===== src/rtl/switch_debounce.sv =====
// rtl/switch_debounce.sv - two-flop synchronizer plus per-bit tick-based debouncer with edge pulses
module switch_debounce #(
    parameter int WIDTH        = 18,
    parameter int TICK_DIV     = 50000,
    parameter int STABLE_TICKS = 16
) (
    input  logic             CLOCK_50,
    input  logic             RESET,
    input  logic [WIDTH-1:0] sw_raw,
    output logic [WIDTH-1:0] sw_db,
    output logic [WIDTH-1:0] sw_rise,
    output logic [WIDTH-1:0] sw_fall,
    output logic             any_change
);

    localparam int PW = $clog2(TICK_DIV);
    localparam int CW = $clog2(STABLE_TICKS);
    localparam logic [PW-1:0] PRE_LAST = PW'(TICK_DIV - 1);
    localparam logic [CW-1:0] CNT_LAST = CW'(STABLE_TICKS - 1);

    logic [WIDTH-1:0] s1_q, s2_q;
    logic [PW-1:0]    pre_q, pre_d;
    logic [CW-1:0]    cnt_q [WIDTH];
    logic [CW-1:0]    cnt_d [WIDTH];
    logic [WIDTH-1:0] db_q, db_d;
    logic [WIDTH-1:0] rise_q, rise_d;
    logic [WIDTH-1:0] fall_q, fall_d;
    logic             any_q, any_d;
    logic             tick;

    assign tick  = (pre_q == PRE_LAST);
    assign pre_d = tick ? '0 : pre_q + PW'(1);

    // A single cycle of agreement between s2 and the accepted level discards all progress.
    always_comb begin
        db_d   = db_q;
        rise_d = '0;
        fall_d = '0;
        for (int i = 0; i < WIDTH; i++) begin
            cnt_d[i] = cnt_q[i];
            if (s2_q[i] == db_q[i]) begin
                cnt_d[i] = '0;
            end else if (tick) begin
                if (cnt_q[i] == CNT_LAST) begin
                    cnt_d[i]  = '0;
                    db_d[i]   = s2_q[i];
                    rise_d[i] = s2_q[i];
                    fall_d[i] = ~s2_q[i];
                end else begin
                    cnt_d[i] = cnt_q[i] + CW'(1);
                end
            end
        end
        any_d = |(rise_d | fall_d);
    end

    always_ff @(posedge CLOCK_50) begin
        if (RESET) begin
            s1_q   <= '0;
            s2_q   <= '0;
            pre_q  <= '0;
            db_q   <= '0;
            rise_q <= '0;
            fall_q <= '0;
            any_q  <= 1'b0;
            for (int i = 0; i < WIDTH; i++) cnt_q[i] <= '0;
        end else begin
            s1_q   <= sw_raw;
            s2_q   <= s1_q;
            pre_q  <= pre_d;
            db_q   <= db_d;
            rise_q <= rise_d;
            fall_q <= fall_d;
            any_q  <= any_d;
            for (int i = 0; i < WIDTH; i++) cnt_q[i] <= cnt_d[i];
        end
    end

    assign sw_db      = db_q;
    assign sw_rise    = rise_q;
    assign sw_fall    = fall_q;
    assign any_change = any_q;

endmodule


===== config.mk =====
export PLATFORM = sky130hd
export DESIGN_NAME = switch_debounce
export DESIGN_NICKNAME = d
export VERILOG_FILES = /design/src/rtl/switch_debounce.sv
export SDC_FILE = /design/constraint.sdc
export NUM_CORES = 1
export LEC_CHECK = 0
export CORE_MARGIN = 4
export CORE_UTILIZATION = 50
export DETAILED_ROUTE_END_ITERATION = 10
export PLACE_DENSITY = 0.68
export SLEW_MARGIN = 20
export SYNTH_ARGS = -nofsm -noshare
export SYNTH_HDL_FRONTEND = slang
export SYNTH_SLANG_ARGS = --single-unit

===== constraint.sdc =====
create_clock -name CLOCK_50 -period 2.2 [get_ports CLOCK_50]
set_clock_uncertainty 0.05 [all_clocks]
set_input_delay 0.44 -clock CLOCK_50 [delete_from_list [all_inputs] [get_ports CLOCK_50]]
set_output_delay 0.44 -clock CLOCK_50 [all_outputs]
set_load 0.005 [all_outputs]

==> flow_summary.ini, run 1 <==
[logic_synthesis]
postSynthRegisterBits = 179
netlist_instances = 782
ys_seq_area_share_pct = 49.2
synth_cell_type_count = 40
syn_area_um2 = 7280
yosysWarningCount = 0
syn_nets = 821
synth.avg_cell_area_um2 = 9.32

[setup_path]
cp-endpoint = cnt_q[17][3]
required_ns = 2.51
reg2reg_setup_slack_ns = 0.18
crit_start = pre_q[0]
ff2ff_path_depth = 6
path_max_fanout = 71
critPathLaunchType = register
r2r-end = cnt_q[17][3]
worstPathArrival_ns = 2.33
crit_type = register to register
endpoint_kind = register
r2r-start = pre_q[0]

[global_routing]
grt_overflow = 0
track_usage_pct = 18.8
grt_pass1_wl_um = 25400
grt_antenna_before_repair = 0
grt_pass1_vias = 5513
grt_max_degree = 72

[routing]
via_count = 5757
first_iter_violations = 331
drtAntennaViolNets = 0
drt-wirelength-per-cell_um = 14.6
viasPerCell = 5.50
drt-pass1-iter-count = 5
drt_drc_violations_left = 0
drt_wl_total_um = 15300

[clock_network]
cts.clk_slew.worst_paths_ns = 0.07
post-cts-setup-buffer-count = 0
clockRootBuffer = clkbuf_16
cts.sinks = 179
cts.hold.buffers_added = 0
cts_buffer_depth = 2
cts_tree = yes
cts_resized = 0
htreeDepth = 4
numCtsBuffers = 17
clk_latency_ns = 0.42

[timing]
max_freq_mhz = 494
hold_viol = 0
rsz0062_at_grt = false
hold_ws_ns = 0.375
final_max_slew_viol_count = 0
worstMarginPinSlew_ns = 0.604
slew_headroom_pct = 58.7
setup_viol = 0
finalCriticalPeriod_ns = 2.02
period_share_pct = 91.9
setup_tns_ns = 0

[power]
power_leakage_nw = 2.98
power_per_cell_area_nw_per_um2 = 714
peakVddDrop_v = 0.000624

[placement]
portBuffers = 74
place.gp.congestion = 0.794
dp_hpwl_um = 10600

[layout]
fin_nets = 892
drive_gt1_share_pct = 9.01
antennaDiodeCount = 0
area_delta_synth_final_pct = 20.3

[die]
fp.dieArea_um2 = 16600
start_util_pct = 51.7
die_y_um = 129
die_w_um = 129
rows = 43
ioPinCount = 75
core_um2 = 14100

[status]
status = completed

[worst_hold_path]
hold_path.class = primary input to register

[job]
maxCapViolations = 0
## critical path: stages, from the launching register on
cell and delay [ns]:
dfxtp_1 0.36, ha_1 0.21, and3_1 0.28, nand4_4 0.16
buf_12 0.23, or4_1 0.49, a21oi_1 0.14
## per-stage QoR
| stage | instance area [um^2] | total power [W] | std cells | setup slack [ns] | utilization, % |
|---|---|---|---|---|---|
| final | 8770 | 0.00626 | 1046 | 0.178 | 62.2 |
| after global routing | 8770 | 0.00648 | 1046 | 0.0545 | 62.2 |
| after CTS | 8770 | 0.00631 | 1046 | 0.195 | 62.2 |
| after detailed placement | 8220 | 0.00351 | 1014 | 0.196 | 58.3 |
| after global placement | 8220 | 0.00351 | 1014 | 0.281 | 58.3 |
| after floorplan | 7280 | 0.00345 | 782 | 0.440 | - |
## how the worst min path moves through the flow
stage	slack, ns	from	cells after the start	to
final	0.38	RESET	2	s2_q[1]
after global routing	0.38	RESET	2	s2_q[1]
after CTS	0.36	RESET	2	s2_q[1]
after detailed placement	0.37	s1_q[12]	1	s2_q[12]
after global placement	0.37	s1_q[2]	1	s2_q[2]
after floorplan	0.36	pre_q[0]	1	pre_q[0]
## state kept, by name, indices dropped and copies added (netlist names)
signal      flops
s1_q           18
any_change      1
cnt_q          72
sw_rise        18
sw_db          18
sw_fall        18
pre_q          16
s2_q           18
## area by class of cell
type | instances | area, um^2
tap | 180 | 225
multi-input combinational | 526 | 3360
fill | 1223 | 5330
clock buffer | 17 | 425
sequential | 179 | 3580
clock inverter | 15 | 125
timing repair buffer | 86 | 888
inverter | 43 | 161
## report_power, final
| part | switching [W] | internal [W] |
|---|---|---|
| Clock | 0.00134 | 0.00148 |
| Combinational | 0.0000669 | 0.0000749 |
| Sequential | 0.0000232 | 0.00327 |
## layer usage
layer | up-vias | share of wire, % | global-route usage [%]
met5 | - | 0 | 0
met4 | 0 | 1.2 | 5.37
met3 | 14 | 4.9 | 5.56
met2 | 121 | 49 | 31.2
met1 | 2736 | 45 | 23.9
li1 | 2886 | - | -
## kinds of logic (layout without fill, tap and decap cells)
kind of cell	count (synthesis)	after routing	synth area share, %
AOI/OAI and AO/OA	170	170	13.2
xor gates and xnor gates	26	26	3.13
adders and majority gates	19	19	3.26
buffers and inverters	77	161	4.77
DFF	179	179	49.2
and+or+nand+nor	311	311	26.5
## synth_stat cells
cell type  number  area (um^2)
a31oi_1        14         87.6
nand3_1        44          220
o21ai_0        32          160
and4_1          1         8.76
nor4_1         14         87.6
and2_1          2         12.5
dfxtp_1       179         3580
xnor2_1        15          131
buf_6           5         56.3
nor2_1         25         93.8
nand4_1         5         31.3
a21oi_1        87          435
buf_4           2         15.0
or2_2          13         81.3
buf_1           2         7.51
nand4_4         1         21.3
o31ai_1         9         67.6
clkbuf_1       14         52.6
nand3b_1       13         97.6
nor4_2          4         50.1
nor4b_1         7         61.3
nor3_1          2         10.0
buf_2          11         55.1
xor2_1         11         96.3
or4_1           9         67.6
and3_1          3         18.8
a2111oi_0       1         8.76
nand2_1        76          285
nor4b_4        11          262
ha_1           19          238
o22ai_1         6         37.5
inv_1          43          161
o2111a_1        1         11.3
o21a_1         13         97.6
a21o_1          6         45.0
o22a_1          1         8.76
nand2b_1       11         68.8
or3_1          32          200
nor2b_1        36          225
and4bb_2        2         25.0
## placed cells by master (no fill, tap or decap), types with 7 or more instances in the layout
master,n
or2_2,13
nor4b_4,11
clkbuf_16,17
o21a_1,13
buf_4,7
ha_1,19
xor2_1,11
o21ai_0,32
nor2_1,25
a31oi_1,14
clkdlybuf4s50_1,73
nand2_1,76
inv_1,43
nor4_1,14
or3_1,32
o31ai_1,9
xnor2_1,15
or4_1,9
nor4b_1,7
dfxtp_1,179
a21oi_1,87
nand3_1,44
nor2b_1,36
nand3b_1,13
nand2b_1,10
Note: power is estimated with default switching activity, not from simulation.
==> inputs of run 2 (changes only) <==
--- a/config.mk
+++ b/config.mk
@@ -9,6 +9,7 @@
 export CORE_UTILIZATION = 50
 export DETAILED_ROUTE_END_ITERATION = 10
 export PLACE_DENSITY = 0.68
+export SETUP_SLACK_MARGIN = 0.3
 export SLEW_MARGIN = 20
 export SYNTH_ARGS = -nofsm -noshare
 export SYNTH_HDL_FRONTEND = slang
==> flow_summary.ini, run 2 (synthesis gave the netlist of run 1 again) <==
[placement]
dpl_cell_area_um2 = 8220
place.gp.congestion = 0.794
portBuffers = 74
dp_hpwl_um = 10600

[global_routing]
grt_overflow = 0
track_usage_pct = 19.3
grt_pass1_vias = 5559
grt_antenna_before_repair = 0
grt_max_degree = 72
grt_pass1_wl_um = 25900

[clock_network]
clk_latency_ns = 0.43
htreeDepth = 4
numCtsBuffers = 17
clockRootBuffer = clkbuf_16
cts.sinks = 179
cts_tree = yes
cts_buffer_depth = 2
cts.hold.buffers_added = 0
cts.clk_slew.worst_paths_ns = 0.07

[setup_path]
cpMostUsedCell = buf_12
cp_num_buf_inv = 2
ff2ff_path_depth = 7
reg2reg_setup_slack_ns = 0.28
required_ns = 2.50
cp.depth = 7
path_max_fanout = 8
crit_type = register to register
worstPathArrival_ns = 2.22
endpoint_kind = register
r2r-end = cnt_q[17][3]
cp-endpoint = cnt_q[17][3]
crit_path_top_delay_cell = or4_4
cp_slowest_stage_delay_ns = 0.47
r2r-start = pre_q[1]
critPathLaunchType = register
crit_start = pre_q[1]
critPathTopFamily = simple AND/OR/NAND/NOR gates
path_cells = ha_4, and3_4, nand4_4, buf_12, buf_12, or4_4, a21oi_1

[die]
fp.dieArea_um2 = 16600
rows = 43
ioPinCount = 75
die_y_um = 129
die_w_um = 129
core_um2 = 14100
start_util_pct = 51.7

[routing]
drtAntennaViolNets = 0
drt-wirelength-per-cell_um = 16.1
first_iter_violations = 389
drt_wl_total_um = 17100
drt_drc_violations_left = 0
drt-pass1-iter-count = 5
via_count = 5940
viasPerCell = 5.57

[layout]
postLayoutCellArea_um2 = 9290
nFillCells = 1142
top_register = cnt_q
largest_reg_flops = 72
mostFrequentLayoutCell = dfxtp_1
area_delta_synth_final_pct = 27.6
fin_nets = 912
drive_gt1_share_pct = 17.5
antennaDiodeCount = 0
layout_common_cells = dfxtp_1 (161), nand2_1 (76), a21oi_1 (75), clkdlybuf4s50_1 (72), nand3_1 (44)

[power]
total_power_w = 0.00627
peakVddDrop_v = 0.000621
power_leakage_nw = 3.20
power_per_cell_area_nw_per_um2 = 674

[timing]
period_share_pct = 87.4
hold_viol = 0
setup_viol = 0
slew_headroom_pct = 68.0
worstMarginPinSlew_ns = 0.478
finalCriticalPeriod_ns = 1.92
setup_tns_ns = 0
max_freq_mhz = 520
rsz0062_at_grt = true
final_max_slew_viol_count = 0

[status]
status = completed

[job]
maxCapViolations = 0

[worst_hold_path]
hold_path.class = primary input to register
==> run 2: worst min path at each step <==
stage               slack, ns  depth (start not counted)  endpoint  startpoint
floorplan                0.36                          1  pre_q[0]    pre_q[0]
global placement         0.37                          1   s2_q[2]     s1_q[2]
detailed placement       0.37                          1  s2_q[12]    s1_q[12]
CTS                      0.36                          2   s2_q[1]       RESET
global route             0.38                          2   s2_q[1]       RESET
finish                   0.39                          2   s2_q[1]       RESET
==> run 2: stage by stage <==
stage	utilization, %	cells	setup slack [ns]	hold WS, ns
after global placement	58.3	1014	0.281	0.370
after global routing	65.9	1066	0.209	0.384
after detailed placement	58.3	1014	0.196	0.372
after floorplan	-	782	0.440	0.363
after CTS	62.9	1050	0.252	0.357
final	65.9	1066	0.278	0.386
==> run 2: worst register-to-register path, cell delays in order, from the launching register on <==
cell and delay, ns:
dfxtp_1 0.38, ha_4 0.16, and3_4 0.22, nand4_4 0.11
buf_12 0.18, buf_12 0.14, or4_4 0.47, a21oi_1 0.15
==> run 2: where the power goes <==
part / internal (W) / switching (W)
clock network: 0.00148 / 0.00135
registers: 0.00327 / 0.0000257
logic: 0.0000769 / 0.0000698
total: 0.00483 / 0.00144
==> run 2: timing repair <==
action                     in CTS  in global routing
setup endpoints to repair      28                 53
resized for setup              12                 73
buffers inserted                2                 11
pin swaps                       1                 22
cloned                          2                  5
==> run 2: metal layers <==
metal	part of all wire (%)	vias to the layer above	GRT usage (%)	routed length, um
met5	0	-	0	0
met4	1.3	0	5.06	222
met3	4.6	18	5.56	796
met2	49	133	31.9	8320
met1	45	2865	24.9	7780
li1	-	2924	-	-
==> run 2: area by class of cell <==
| cell class | count | area (um^2) | area share [%] |
|---|---|---|---|
| sequential | 179 | 3610 | 38.8 |
| timing repair buffer | 106 | 1210 | 13.0 |
| clock buffer | 17 | 425 | 4.58 |
| tap | 180 | 225 | 2.42 |
| clock inverter | 15 | 125 | 1.35 |
| multi-input combinational | 526 | 3530 | 38.0 |
| inverter | 43 | 161 | 1.74 |
